===== config.mk =====
export PLATFORM = sky130hd
export DESIGN_NAME = game_beam_gen
export DESIGN_NICKNAME = d
export VERILOG_FILES = /design/src/rtl/game_beam_gen.sv
export SDC_FILE = /design/constraint.sdc
export NUM_CORES = 1
export LEC_CHECK = 0
export BUFFER_PORTS_ARGS = -buffer_cell sky130_fd_sc_hd__buf_2
export CORE_UTILIZATION = 35
export DETAILED_ROUTE_END_ITERATION = 8
export PLACE_DENSITY_LB_ADDON = 0.08
export SLEW_MARGIN = 20
export SYNTH_ARGS = -nofsm -noshare
export SYNTH_HDL_FRONTEND = slang
export SYNTH_SLANG_ARGS = --single-unit

===== constraint.sdc =====
create_clock -name vga_pix_clk -period 3.42 [get_ports vga_pix_clk]
set_clock_uncertainty 0.1 [all_clocks]
set_input_delay 0.513 -clock vga_pix_clk [delete_from_list [all_inputs] [get_ports vga_pix_clk]]
set_output_delay 0.513 -clock vga_pix_clk [all_outputs]
set_load 0.03 [all_outputs]

===== src/rtl/game_beam_gen.sv =====
// Raster timing for a centred, integer-upscaled game window on a VGA display.
// Produces game beam coordinates and aligns the game's returned colour with the sync outputs.
module game_beam_gen #(
  parameter int H_VISIBLE   = 640,
  parameter int H_FRONT     = 16,
  parameter int H_SYNC      = 96,
  parameter int H_BACK      = 48,
  parameter int V_VISIBLE   = 480,
  parameter int V_FRONT     = 10,
  parameter int V_SYNC      = 2,
  parameter int V_BACK      = 33,
  parameter int GAME_W      = 224,
  parameter int GAME_H      = 288,
  parameter int SCALE       = 1,
  parameter int RGB_LATENCY = 2,
  parameter int SYNC_NEG    = 1
) (
  input  logic                      vga_pix_clk,
  input  logic                      rst,
  input  logic [3:0]                game_R,
  input  logic [3:0]                game_G,
  input  logic [3:0]                game_B,
  output logic [$clog2(GAME_W)-1:0] sx,
  output logic [$clog2(GAME_H)-1:0] sy,
  output logic                      game_pix_stb,
  output logic                      frame_stb,
  output logic                      display_enabled,
  output logic                      VGA_HS,
  output logic                      VGA_VS,
  output logic [3:0]                VGA_R,
  output logic [3:0]                VGA_G,
  output logic [3:0]                VGA_B
);

  localparam int H_TOTAL  = H_VISIBLE + H_FRONT + H_SYNC + H_BACK;
  localparam int V_TOTAL  = V_VISIBLE + V_FRONT + V_SYNC + V_BACK;
  localparam int H_OFF    = (H_VISIBLE - GAME_W * SCALE) / 2;
  localparam int V_OFF    = (V_VISIBLE - GAME_H * SCALE) / 2;
  localparam int H_END    = H_OFF + GAME_W * SCALE;
  localparam int V_END    = V_OFF + GAME_H * SCALE;
  localparam int HS_START = H_VISIBLE + H_FRONT;
  localparam int HS_END   = HS_START + H_SYNC;
  localparam int VS_START = V_VISIBLE + V_FRONT;
  localparam int VS_END   = VS_START + V_SYNC;
  localparam int HW       = $clog2(H_TOTAL);
  localparam int VW       = $clog2(V_TOTAL);
  localparam int XW       = $clog2(GAME_W);
  localparam int YW       = $clog2(GAME_H);
  localparam int SW       = (SCALE > 1) ? $clog2(SCALE) : 1;
  localparam logic SYNC_INACTIVE = (SYNC_NEG != 0);

  logic [HW-1:0] hc_reg, hc_next;
  logic [VW-1:0] vc_reg, vc_next;
  logic [SW-1:0] subx_reg, suby_reg;
  logic [XW-1:0] gx_reg;
  logic [YW-1:0] gy_reg;
  logic          line_end, win_h, win_v, win, hs_act, vs_act;

  // Each stage carries {win, hs_act, vs_act}; stage 0 is level with the beam outputs.
  logic [RGB_LATENCY:0][2:0] pipe_reg;
  logic [2:0]                tail;

  always_comb begin
    line_end = (hc_reg == HW'(H_TOTAL - 1));
    hc_next  = line_end ? '0 : hc_reg + 1'b1;
    vc_next  = vc_reg;
    if (line_end) begin
      vc_next = (vc_reg == VW'(V_TOTAL - 1)) ? '0 : vc_reg + 1'b1;
    end
    win_h  = (hc_reg >= HW'(H_OFF)) && (hc_reg < HW'(H_END));
    win_v  = (vc_reg >= VW'(V_OFF)) && (vc_reg < VW'(V_END));
    win    = win_h && win_v;
    hs_act = (hc_reg >= HW'(HS_START)) && (hc_reg < HW'(HS_END));
    vs_act = (vc_reg >= VW'(VS_START)) && (vc_reg < VW'(VS_END));
  end

  // Raster counters plus the game-pixel sub-counters that track the current position.
  always_ff @(posedge vga_pix_clk) begin
    if (rst) begin
      hc_reg   <= '0;
      vc_reg   <= '0;
      subx_reg <= '0;
      suby_reg <= '0;
      gx_reg   <= '0;
      gy_reg   <= '0;
    end else begin
      hc_reg <= hc_next;
      vc_reg <= vc_next;
      if (hc_next == HW'(H_OFF)) begin
        subx_reg <= '0;
        gx_reg   <= '0;
      end else if (win_h) begin
        if (subx_reg == SW'(SCALE - 1)) begin
          subx_reg <= '0;
          gx_reg   <= gx_reg + 1'b1;
        end else begin
          subx_reg <= subx_reg + 1'b1;
        end
      end
      if (line_end) begin
        if (vc_next == VW'(V_OFF)) begin
          suby_reg <= '0;
          gy_reg   <= '0;
        end else if (win_v) begin
          if (suby_reg == SW'(SCALE - 1)) begin
            suby_reg <= '0;
            gy_reg   <= gy_reg + 1'b1;
          end else begin
            suby_reg <= suby_reg + 1'b1;
          end
        end
      end
    end
  end

  always_ff @(posedge vga_pix_clk) begin
    if (rst) begin
      sx              <= '0;
      sy              <= '0;
      display_enabled <= 1'b0;
      game_pix_stb    <= 1'b0;
      frame_stb       <= 1'b0;
    end else begin
      sx              <= win ? gx_reg : '0;
      sy              <= win ? gy_reg : '0;
      display_enabled <= win;
      game_pix_stb    <= win && (subx_reg == '0);
      frame_stb       <= (hc_reg == HW'(H_OFF)) && (vc_reg == VW'(V_OFF));
    end
  end

  always_ff @(posedge vga_pix_clk) begin
    if (rst) begin
      pipe_reg <= '0;
    end else begin
      pipe_reg[0] <= {win, hs_act, vs_act};
      for (int i = 1; i <= RGB_LATENCY; i++) begin
        pipe_reg[i] <= pipe_reg[i-1];
      end
    end
  end

  // The game's colour arrives in the same cycle as the last stage, so both are registered together.
  assign tail = pipe_reg[RGB_LATENCY];

  always_ff @(posedge vga_pix_clk) begin
    if (rst) begin
      VGA_R  <= '0;
      VGA_G  <= '0;
      VGA_B  <= '0;
      VGA_HS <= SYNC_INACTIVE;
      VGA_VS <= SYNC_INACTIVE;
    end else begin
      VGA_R  <= tail[2] ? game_R : '0;
      VGA_G  <= tail[2] ? game_G : '0;
      VGA_B  <= tail[2] ? game_B : '0;
      VGA_HS <= tail[1] ^ SYNC_INACTIVE;
      VGA_VS <= tail[0] ^ SYNC_INACTIVE;
    end
  end

endmodule


# Word level (Yosys, flattened, before mapping)
# Index checks and enable logic that the tools add are counted.
classes:
  muxes: 10
  n_eq_ne: 7
  bitwise: 5
  n_reduce_logical: 14
  magnitude_cmp: 8
  add_sub_neg: 6
ops:
  columns: ["op", "n"]
  rows:
  - ["$lt 10x9->1 const B", 3]
  - ["$mux 10", 3]
  - ["$mux 9", 3]
  - ["$add 10x1->10 const B", 2]
  - ["$eq 10x10->1 const B", 2]
  - ["$eq 10x7->1 const B", 2]
  - ["$eq 10x8->1 const B", 2]
  - ["$ge 10x10->1 const B", 1]
  - ["$ge 10x7->1 const B", 1]
  - ["$ge 10x8->1 const B", 1]
  - ["$ge 10x9->1 const B", 1]
  - ["$lt 10x10->1 const B", 1]
  - ["$add 9x1->9 const B", 1]
  - ["$add 8x1->8 const B", 1]
  - ["$logic_and 1x1->1", 7]
  - ["$reduce_or 2->1", 3]
  - ["$not 1->1", 5]
  - ["$mux 1", 4]
  - ["$reduce_and 2->1", 2]
  - ["$reduce_and 3->1", 1]
  - ["$add 1x1->1 const B", 2]
  - ["$ne 2x1->1 const B", 1]
  - ["$reduce_bool 2->1", 1]
totals:
  regBits: 82
  out_inout_bits: 34
  in_bits: 14

# Logic depth before layout (Yosys ltp)
# Gate-level depths: netlist (run 1).
depth:
  depth_word: 6
  mapped_depth: 9
  depth_no_buf: 8

# Worst setup path before layout (run 1)
# Ideal clock, no wire load.
synth_timing:
  kind: "reg-to-reg"
  startpoint: "register hc_reg[0]"
  endpoint: "register gy_reg[0]"
  synth_period_minus_slack_ps: 2246
  stages_incl_launch_ff: 9
  required_ps: 3188
  arrival_time_ps: 2014
  path_slack_ps: 1174
  path_cell_list: "dfxtp_1 -> ha_1 -> nand3_4 -> or4_4 -> buf_6 -> nor4_1 -> and4_1 -> buf_6 -> nor3_1"
synth_via:
  elab_chain_cells: 5
synth_rtl:
  columns: ["item", "line", "source"]
  rows:
  - ["from (decl)", "52", "logic [HW-1:0] hc_reg, hc_next;"]
  - ["from (signal assigned)", "87", "hc_reg <= hc_next;"]
  - ["$eq 10x10->1 (*)", "64", "line_end = (hc_reg == HW'(H_TOTAL - 1));"]
  - ["$mux 10", "67", "if (line_end) begin"]
  - ["$eq 10x7->1", "101", "if (vc_next == VW'(V_OFF)) begin"]
  - ["$ne 2x1->1 (no source line) / $reduce_bool 2->1 (equally long branches)", null, null]
  - ["$reduce_and 3->1 (no source line)", null, null]
  - ["to (signal assigned)", "107", "gy_reg <= gy_reg + 1'b1;"]
  - ["to (decl)", "56", "logic [YW-1:0] gy_reg;"]
# Mark *: on every way between the ends. The rest lies on a longest branch, timed or not.
# A chain may end at the register's enable or synchronous reset.

# Worst setup path after layout (run 1)
layout_timing:
  startpoint: "register hc_reg[0]"
  endpoint: "register gy_reg[1]"
# The elaborated chain is that of the path after synthesis.

==> results of run 1 <==
-- metal layers --
metal,up-vias,part of all wire (%)
li1,1197,-
met1,1071,49
met2,42,45
met3,11,3.4
met4,0,2.4
met5,-,0
-- area by class of cell --
| type | count | area, sq um |
|---|---|---|
| fillers | 899 | 5102 |
| flip-flops and latches | 78 | 1562 |
| multi-input cells | 222 | 1484 |
| repair buffers | 49 | 250.2 |
| well taps | 108 | 135.1 |
| clock buffers | 9 | 123.9 |
| clock inverters | 6 | 87.58 |
| inverters | 5 | 18.77 |
-- placed cells by master, fill, tap and decap left out, types with 4 or more instances in the layout --
cell	n
a21oi_1	5
and2_1	29
xnor2_1	8
nand3_1	6
buf_2	47
nor2_1	24
nand2_1	17
and3_1	5
xor2_1	19
a31oi_1	6
ha_1	6
nor3_1	29
inv_1	5
dfxtp_1	78
o21ai_0	4
nand4_1	10
nor2b_1	8
clkbuf_8	9
-- logic make-up (layout without fill, tap and decap cells) --
group	after synthesis	in the layout	synth area share (%)
buffers and inverters	23	69	3.984
muxes	3	3	0.9468
adders and majority gates	6	6	2.367
and+or+nand+nor	161	161	30.49
DFF	78	78	49.23
AOI/OAI and AO/OA	25	25	5.523
xor gates and xnor gates	27	27	7.456
-- through the flow --
stage | instances | hold slack [ns] | cell area [sq um] | total power (W) | utilization, %
finish | 477 | 0.2582 | 3661 | 0.001682 | 41.78
global route | 477 | 0.2415 | 3661 | 0.001744 | 41.78
CTS | 477 | 0.2405 | 3661 | 0.001711 | 41.78
detailed placement | 462 | 0.2673 | 3450 | 0.0009616 | 39.36
global placement | 462 | 0.2585 | 3450 | 0.0009616 | 39.36
floorplan | 323 | 0.2559 | 3172 | 0.0009507 | -
-- power by group through the flow --
stage / registers [W] / clock network (W) / logic, W
3_5_place_dp: 0.000936 / 0 / 0.0000255
6_report: 0.000915 / 0.000743 / 0.0000246
3_3_place_gp: 0.000936 / 0 / 0.0000257
2_1_floorplan: 0.000935 / 0 / 0.0000154
5_1_grt: 0.000915 / 0.000801 / 0.0000278
4_1_cts: 0.000915 / 0.000771 / 0.0000255
-- worst max-delay path by stage --
stage                     startpoint         to  slack [ns]  cells after the start
final                      hc_reg[0]  gy_reg[1]        0.79                      7
after global routing       hc_reg[0]  gy_reg[1]        0.62                      7
after CTS                  hc_reg[0]  gy_reg[3]        0.76                      7
after detailed placement   hc_reg[0]  gy_reg[2]        0.77                      7
after global placement     hc_reg[0]  gy_reg[5]        0.85                      7
after floorplan            hc_reg[0]  gy_reg[0]        1.17                      8
-- critical path, cell delays in order (launching register included) --
cell,delay [ns]
dfxtp_1,0.41
ha_1,0.29
nand3_4,0.14
or4_4,0.60
nor2_1,0.16
mux2i_1,0.23
and4_1,0.46
nor3_1,0.09
==> summary.md, run 1 <==
| Metric | Value |
|---|---|
| Drt first pass iters | `4` |
| Post-DR wirelength/cell | `12.17 microns` |
| Power density over the cells | `459.4 nW/um^2` |
| Drt via density | `4.866` |
| Comb power frac | `1.5%` |
| Final setup vio count | `0` |
| Worst slew pin tran | `0.8715 ns` |
| Drt initial violations | `45` |
| Number of setup buffers added after CTS | `0` |
| Max transition margin | `41.90%` |
| Number of buffers added on ports | `47` |
| Worst flop-to-flop path endpoint | `gy_reg[1]` |
| Pint | `0.001327 W` |
| WHS Path Cells | `2` |
| Largest net degree at the start of global routing | `47` |
| Max-Cap Viols | `0` |
| Post-detail-place hpwl | `3865 microns` |
| Hold Crit Endpoint | `VGA_R[3]` |
| Post-Syn Area | `3172 sq um` |
| Die W | `97.20 microns` |
| Met1 usage | `16.12%` |
| Die Height | `97.20 microns` |
| # IOs | `48` |
| Synth area leader | `dfxtp_1` |
| Most common cell in the netlist | `dfxtp_1` |
| Post-CTS resize count | `0` |
| Final Hold Fails | `0` |
| Diode count | `0` |
| DRC | `0` |
| Leakage | `1.485 nW` |
| Switching Fraction | `21.08%` |
| IR drop worst, VDD | `0.1767 mV` |
| Met3 usage | `2.950%` |
| Max Slew Vio Count | `0` |
| First-pass GRT wire length | `9929 microns` |
| Initial core utilization | `36.19%` |
| Core area | `8763 sq um` |
| Die area | `9447 sq um` |
| Unrepaired setup endpoints after global routing | `no` |
| DRT Wirelength | `5805 microns` |
| Primary FF master, synth | `dfxtp_1` |
| Grt met2 use | `20.91%` |
| R2R Setup Slk | `0.79 ns` |
| Hold Buf Count CTS | `0` |
| Vias in the first global route | `2143` |
| DP Worst Slack | `0.7730 ns` |
| Worst min path class | `primary input to flop` |
| Status | `finished, final reports clean` |
| Worst-path clk slew | `0.08 ns` |
| Top cells by area, synth | `dfxtp_1, and2_1, xor2_1, nor3_1, nor2_1` |
| Period minus WS final | `2.635 ns` |
| Hold Crit Start | `game_R[3]` |
| Fmax | `379.6 MHz` |
| Sequential share of power | `54.4%` |
| Busiest grt layer | `met2` |
| Global-route usage over all layers | `13.10%` |
| Sw Pwr | `0.0003546 W` |
| EDFF count, synth | `0` |
| Number of distinct library cells after synthesis | `54` |
| H-Tree Level Count | `3` |
| Placer Congestion | `0.8647` |
| Clk root buf | `clkbuf_8` |
| CP arrival | `2.74 ns` |
| Grt total ovfl | `0` |
| Post-synth top area share | `49.23%` |
| Layout area overhead | `15.42%` |
| Register area share after synthesis | `49.23%` |
| TritonCTS Buffers | `9` |
| Fin nets | `385` |
| Crit start category | `flop` |
| Critical path type | `flop to flop` |
| Via count | `2321` |
| Max Buffers Root-to-Sink | `2` |
| Final worst setup slack | `0.7855 ns` |
| Reg2Reg Depth | `7` |
| CTS Sinks | `78` |
| Initial antenna violation count | `0` |
| Layout cells sized above 1 | `21.14%` |
| Worst skew pair latency | `0.35 ns` |
| Clock network fraction of design power | `44.2%` |
| Reg-to-reg startpoint | `hc_reg[0]` |
| Final ANT Viol Nets | `0` |
| CTS tree | `yes` |
| Post-Syn Nets | `343` |
| Synth Instances | `323` |
| Critical path fanouts, max | `11` |
| Synthesis Warnings | `0` |
| Setup TNS | `0 ns` |
| Synth async-reset ratio | `0%` |
| FF+latch count, synth | `78` |
| Critical path capture point type | `flop` |
| Std cell rows | `34` |
| Fin crit share | `77.03%` |
| Required time at the worst-slack endpoint | `3.52 ns` |
| Commonest cells in the synthesized netlist | `dfxtp_1, and2_1, nor3_1` |
| Avg Synthesized Cell Area | `9.820 sq um` |
(Power assumes the default switching activity.)
==> run 2, diff against run 1 <==
==> constraint.sdc (replaced) <==
create_clock -name vga_pix_clk -period 2.5 [get_ports vga_pix_clk]
set_clock_uncertainty 0.1 [all_clocks]
set_input_delay 0.375 -clock vga_pix_clk [delete_from_list [all_inputs] [get_ports vga_pix_clk]]
set_output_delay 0.375 -clock vga_pix_clk [all_outputs]
set_load 0.03 [all_outputs]
==> run 2 against run 1 <==
  * Fmax grew 12%
  * First-iteration DRC count rose by 20%
  * Die area unchanged
  * Final area grew 4.2%
  * Sequential power is 37% higher
  * Critical path depth stayed put
  * Setup slack got worse by 0.63 ns
  * Power is 39% higher
  * Final cell count grew 4.2%
  * Combinational power up 79%
  * Largest power group unchanged
==> summary.md, run 2 (synthesized netlist as in run 1, its figures left out) <==
| Metric | Value |
|---|---|
| DP Worst Slack | `0.08007 ns (was 0.7730 ns)` |
| Post-route cell area | `3814 sq um (was 3661 sq um)` |
| Worst min path class | `primary input to flop (unchanged)` |
| Crit. Startpoint | `hc_reg[0] (unchanged)` |
| Grt total ovfl | `0 (unchanged)` |
| Critical path type | `flop to flop (unchanged)` |
| Drt via density | `4.847 (was 4.866)` |
| Placed inst area | `3592 sq um (was 3450 sq um)` |
| Pwr Total | `0.002341 W (was 0.001682 W)` |
| Worst-path clk slew | `0.08 ns (about the same)` |
| Critical-path cell list | `ha_1 > nand3_4 > or4_4 > nor2_1 > mux2i_1 > and4_2 > nor3_1 (was ha_1 > nand3_4 > or4_4 > nor2_1 > mux2i_1 > and4_1 > nor3_1)` |
| Drt initial violations | `54 (was 45)` |
| Post-detail-place hpwl | `4229 microns (was 3865 microns)` |
| Post-DR wirelength/cell | `12.37 microns (was 12.17 microns)` |
| Largest net degree at the start of global routing | `23 (was 47)` |
| Initial core utilization | `36.19% (unchanged)` |
| Die W | `97.20 microns (unchanged)` |
| Period minus WS final | `2.346 ns (was 2.635 ns)` |
| Max-Cap Viols | `0 (unchanged)` |
| Max transition margin | `64.84% (was 41.90%)` |
| Vias in the first global route | `2282 (was 2143)` |
| Worst slew pin tran | `0.5264 ns (was 0.8715 ns)` |
| DRT Wirelength | `6149 microns (was 5805 microns)` |
| Commonest non-fill, non-tap cell in the layout | `dfxtp_1 (unchanged)` |
| DRC | `0 (unchanged)` |
| CP peak stage delay | `0.54 ns (was 0.60 ns)` |
| # IOs | `48 (unchanged)` |
| Fin nets | `404 (was 385)` |
| CP bufs+invs | `0 (unchanged)` |
| Setup TNS | `0 ns (unchanged)` |
| TritonCTS Buffers | `9 (unchanged)` |
| Layout cells sized above 1 | `25.19% (was 21.14%)` |
| Initial antenna violation count | `0 (unchanged)` |
| Reg-to-reg startpoint | `hc_reg[0] (unchanged)` |
| Status | `finished, final reports clean (unchanged)` |
| Required time at the worst-slack endpoint | `2.61 ns (was 3.52 ns)` |
| CTS Sinks | `78 (unchanged)` |
| Diode count | `0 (unchanged)` |
| Crit start category | `flop (unchanged)` |
| Max Buffers Root-to-Sink | `2 (unchanged)` |
| Hold Buf Count CTS | `0 (unchanged)` |
| Critical path fanouts, max | `9 (was 11)` |
| Core area | `8763 sq um (unchanged)` |
| Die area | `9447 sq um (unchanged)` |
| Worst skew pair latency | `0.34 ns (was 0.35 ns)` |
| Fin crit share | `93.82% (was 77.03%)` |
| IR drop worst, VDD | `0.3112 mV (was 0.1767 mV)` |
| Std cell rows | `34 (unchanged)` |
| Number of setup buffers added after CTS | `0 (unchanged)` |
| Number of buffers added on ports | `47 (unchanged)` |
| Final ANT Viol Nets | `0 (unchanged)` |
| Global-route usage over all layers | `14.09% (was 13.10%)` |
| Drt first pass iters | `4 (unchanged)` |
| Final worst setup slack | `0.1544 ns (was 0.7855 ns)` |
| CP arrival | `2.46 ns (was 2.74 ns)` |
| Most frequent cells in the layout | `dfxtp_1, buf_2, nor3_1, and2_1, nor2_1 (unchanged)` |
| Final setup vio count | `0 (unchanged)` |
| Final Hold Fails | `0 (unchanged)` |
| FILL cells | `881 (was 899)` |
| Die Height | `97.20 microns (unchanged)` |
| CTS tree | `yes (unchanged)` |
| Layout area overhead | `20.24% (was 15.42%)` |
| Placer Congestion | `0.8469 (was 0.8647)` |
| Max Slew Vio Count | `0 (unchanged)` |
| Power density over the cells | `614.0 nW/um^2 (was 459.4 nW/um^2)` |
| Via count | `2409 (was 2321)` |
| Top delay family on crit path | `simple AND/OR/NAND/NOR gates (unchanged)` |
| Unrepaired setup endpoints after global routing | `no (unchanged)` |
| Slowest CP cell | `or4_4 (unchanged)` |
| Critical path capture point type | `flop (unchanged)` |
| Hold Crit Start | `game_R[3] (unchanged)` |
| H-Tree Level Count | `3 (unchanged)` |
| First-pass GRT wire length | `10770 microns (was 9929 microns)` |
| Clk root buf | `clkbuf_8 (unchanged)` |
| Fmax | `426.3 MHz (was 379.6 MHz)` |
| Leakage | `1.577 nW (was 1.485 nW)` |
==> run 2: changes by cell type in the layout (fill, tap and decap cells not counted) <==
cell / previous run / this run
and4_1: 2 / 1
clkbuf_1: 0 / 1
clkinvlp_4: 0 / 2
clkinv_4: 2 / 0
inv_6: 0 / 2
and4_2: 1 / 2
buf_4: 2 / 21
clkinv_2: 2 / 0
==> run 2: worst paths after layout <==
| kind | slack, ns | cells after the start | end |
|---|---|---|---|
| max | 0.15 | 7 | gy_reg[3] |
| min | 0.12 | 2 | VGA_R[3] |
| min reg2reg | 0.28 | 1 | VGA_HS |
| max reg2reg | 0.15 | 7 | gy_reg[3] |
==> run 2: metrics by stage <==
step                instances  utilization, %  hold WS (ns)
global placement          481           40.99        0.2583
finish                    497           43.52        0.1246
CTS                       497           43.50        0.1049
floorplan                 323               -        0.2559
detailed placement        481           40.99        0.2652
global route              497           43.52        0.1116
==> run 2: report_power, final <==
part | internal, W | leakage [nW] | total, W | switching [W]
clock network | 0.000570 | 0.104 | 0.00105 | 0.000479
logic | 0.0000198 | 0.845 | 0.0000440 | 0.0000242
registers | 0.00125 | 0.629 | 0.00125 | 0.00000372
==> run 2: repair_timing <==
action,4_1_cts,5_1_grt
setup endpoints to repair,0,9
hold endpoints to repair,0,0
resized for setup,0,1
==> run 2: routing by layer <==
metal  track usage, %  vias to the layer above  wire [microns]
met1            17.89                     1105            2942
li1                 -                     1238               -
met3            3.094                       15             226
met2            22.54                       51            2837
met4            7.003                        0             143
met5                0                        -               0
==> run 2: layout make-up <==
| type | instances | area [sq um] | share of cell area, % |
|---|---|---|---|
| Tap cell | 108 | 135.1 | 3.543 |
| Sequential cell | 78 | 1562 | 40.94 |
| Timing Repair Buffer | 68 | 392.9 | 10.30 |
| Clock inverter | 6 | 92.59 | 2.428 |
| Multi-Input combinational cell | 222 | 1485 | 38.94 |
| Inverter | 5 | 18.77 | 0.4921 |
| Clock buffer | 10 | 127.6 | 3.346 |
==> run 3, diff against run 2 <==
--- a/config.mk
+++ b/config.mk
@@ -9,6 +9,7 @@
 export CORE_UTILIZATION = 35
 export DETAILED_ROUTE_END_ITERATION = 8
 export PLACE_DENSITY_LB_ADDON = 0.08
+export REMOVE_ABC_BUFFERS = 1
 export SLEW_MARGIN = 20
 export SYNTH_ARGS = -nofsm -noshare
 export SYNTH_HDL_FRONTEND = slang
==> run 3 against run 2 <==
  * Final cell count decreased by 0.20%
  * Register-to-register slack about the same
  * Worst hold slack got worse by 0.0018 ns
  * Die area unchanged
  * Combinational power decreased by 7.7%
  * Utilization decreased by 0.31 points
  * Setup slack improved by 0.0091 ns
  * Clock-buffer cell count unchanged
  * Non-clock buffer count decreased by 1
  * Flip-flop and latch count unchanged
  * Critical path type unchanged
  * Critical endpoint is now gy_reg[2]
  * Largest cell class unchanged
==> summary.md, run 3 (synthesized netlist as in run 1, its figures left out) <==
| Metric | Value |
|---|---|
| IR drop worst, VDD | `0.2097 mV (was 0.3112 mV)` |
| Clock network fraction of design power | `42.3% (was 44.8%)` |
| Worst-path clk slew | `0.08 ns (about the same)` |
| Leakage | `1.562 nW (was 1.577 nW)` |
| Fmax | `428.0 MHz (was 426.3 MHz)` |
| Largest net degree at the start of global routing | `20 (was 23)` |
| Initial antenna violation count | `0 (unchanged)` |
| # IOs | `48 (unchanged)` |
| Placed inst area | `3585 sq um (was 3592 sq um)` |
| Global-route usage over all layers | `14.72% (was 14.09%)` |
| Critical path capture point type | `flop (unchanged)` |
| Switching Fraction | `22.61% (was 21.64%)` |
| Drt via density | `4.819 (was 4.847)` |
| Crit start category | `flop (unchanged)` |
| Number of buffers added on ports | `47 (unchanged)` |
| Comb power frac | `1.8% (was 1.9%)` |
| First-pass GRT wire length | `11300 microns (was 10770 microns)` |
| Diode count | `0 (unchanged)` |
| Via count | `2390 (was 2409)` |
| Layout area overhead | `19.37% (was 20.24%)` |
| TritonCTS Buffers | `9 (unchanged)` |
| Commonest non-fill, non-tap cell in the layout | `dfxtp_1 (unchanged)` |
| Drt initial violations | `82 (was 54)` |
| Number of setup buffers added after CTS | `0 (unchanged)` |
| DRT Wirelength | `6305 microns (was 6149 microns)` |
| Power density over the cells | `590.8 nW/um^2 (was 614.0 nW/um^2)` |
| Required time at the worst-slack endpoint | `2.63 ns (was 2.61 ns)` |
| Worst skew pair latency | `0.34 ns (about the same)` |
| Die Height | `97.20 microns (unchanged)` |
| Fin crit share | `93.46% (was 93.82%)` |
| Sw Pwr | `0.0005057 W (was 0.0005067 W)` |
| CTS tree | `yes (unchanged)` |
| Vias in the first global route | `2350 (was 2282)` |
| Unrepaired setup endpoints after global routing | `no (unchanged)` |
| Pint | `0.001731 W (was 0.001835 W)` |
| Worst min path class | `primary input to flop (unchanged)` |
| Critical path fanouts, max | `9 (unchanged)` |
| Placer Congestion | `0.8705 (was 0.8469)` |
| Std cell rows | `34 (unchanged)` |
| DP Worst Slack | `0.02010 ns (was 0.08007 ns)` |
| Post-route cell area | `3786 sq um (was 3814 sq um)` |
| DRC | `0 (unchanged)` |
| Fin nets | `403 (was 404)` |
| Hold Buf Count CTS | `0 (unchanged)` |
| Core area | `8763 sq um (unchanged)` |
| Final Hold Fails | `0 (unchanged)` |
| Sequential share of power | `55.9% (was 53.3%)` |
| H-Tree Level Count | `3 (unchanged)` |
| Status | `finished, final reports clean (unchanged)` |
| Setup TNS | `0 ns (unchanged)` |
| Max Slew Vio Count | `0 (unchanged)` |
| Final setup vio count | `0 (unchanged)` |
| Drt first pass iters | `5 (was 4)` |
| Post-DR wirelength/cell | `12.71 microns (was 12.37 microns)` |
| Final ANT Viol Nets | `0 (unchanged)` |
| Final hold slack | `0.1229 ns (was 0.1246 ns)` |
| Period minus WS final | `2.336 ns (was 2.346 ns)` |
| Most frequent cells in the layout | `dfxtp_1, buf_2, nor3_1, and2_1, nor2_1 (unchanged)` |
| Max-Cap Viols | `0 (unchanged)` |
| Clk root buf | `clkbuf_8 (unchanged)` |
| Die area | `9447 sq um (unchanged)` |
| Die W | `97.20 microns (unchanged)` |
| Final worst setup slack | `0.1636 ns (was 0.1544 ns)` |
| Initial core utilization | `36.19% (unchanged)` |
| Critical path type | `flop to flop (unchanged)` |
| CTS Sinks | `78 (unchanged)` |
| Layout cells sized above 1 | `25.00% (was 25.19%)` |
| Max transition margin | `62.24% (was 64.84%)` |
| Max Buffers Root-to-Sink | `2 (unchanged)` |
| Grt total ovfl | `0 (unchanged)` |
| Post-detail-place hpwl | `4304 microns (was 4229 microns)` |
| Final Util | `43.20% (was 43.52%)` |
| Worst slew pin tran | `0.5652 ns (was 0.5264 ns)` |
| CP arrival | `2.47 ns (was 2.46 ns)` |
==> run 3: what timing repair did <==
action | in CTS | in global routing
resized for setup | 0 | 2
endpoints found under the setup margin | 0 | 9
endpoints found under the hold margin | 0 | 0
==> run 3: worst paths after layout <==
| check | cells after the start | slack (ns) | from | endpoint |
|---|---|---|---|---|
| worst max-delay path | 7 | 0.16 | hc_reg[1] | gy_reg[2] |
| worst min-delay path | 2 | 0.12 | game_B[0] | VGA_B[0] |
| worst max register to register | 7 | 0.16 | hc_reg[1] | gy_reg[2] |
| worst min register to register | 1 | 0.28 | tail[0] | VGA_VS |
==> run 3: final cells by class <==
cell class,instances,area (sq um)
fill,866,4977
sequential,78,1562
multi-input combinational,222,1486
timing repair buffer,67,385.4
tap,108,135.1
clock buffer,10,127.6
clock inverter,6,71.32
inverter,5,18.77
==> run 3: critical path: stages, from the launching register on <==
cell	delay, ns
dfxtp_1	0.39
ha_1	0.29
nand3_4	0.09
or4_4	0.53
nor2_1	0.15
mux2i_1	0.25
and4_4	0.34
nor3_1	0.07
==> run 3: per-stage QoR <==
step / power (W) / std cells
floorplan: 0.001291 / 305
global placement: 0.001321 / 480
detailed placement: 0.001321 / 480
CTS: 0.002275 / 496
global route: 0.002340 / 496
finish: 0.002237 / 496
==> run 3: power by group through the flow <==
stage	clock network [W]	registers [W]	logic [W]
2_1_floorplan	0	0.00128	0.0000115
3_3_place_gp	0	0.00128	0.0000413
3_5_place_dp	0	0.00128	0.0000411
4_1_cts	0.000983	0.00125	0.0000415
5_1_grt	0.00104	0.00125	0.0000471
6_report	0.000946	0.00125	0.0000406
==> run 3: layer usage <==
layer	wire length [microns]	global-route usage, %	vias up
li1	-	-	1238
met1	3136	20.07	1065
met2	2677	21.61	77
met3	381	3.669	10
met4	109	7.233	0
met5	0	0	-
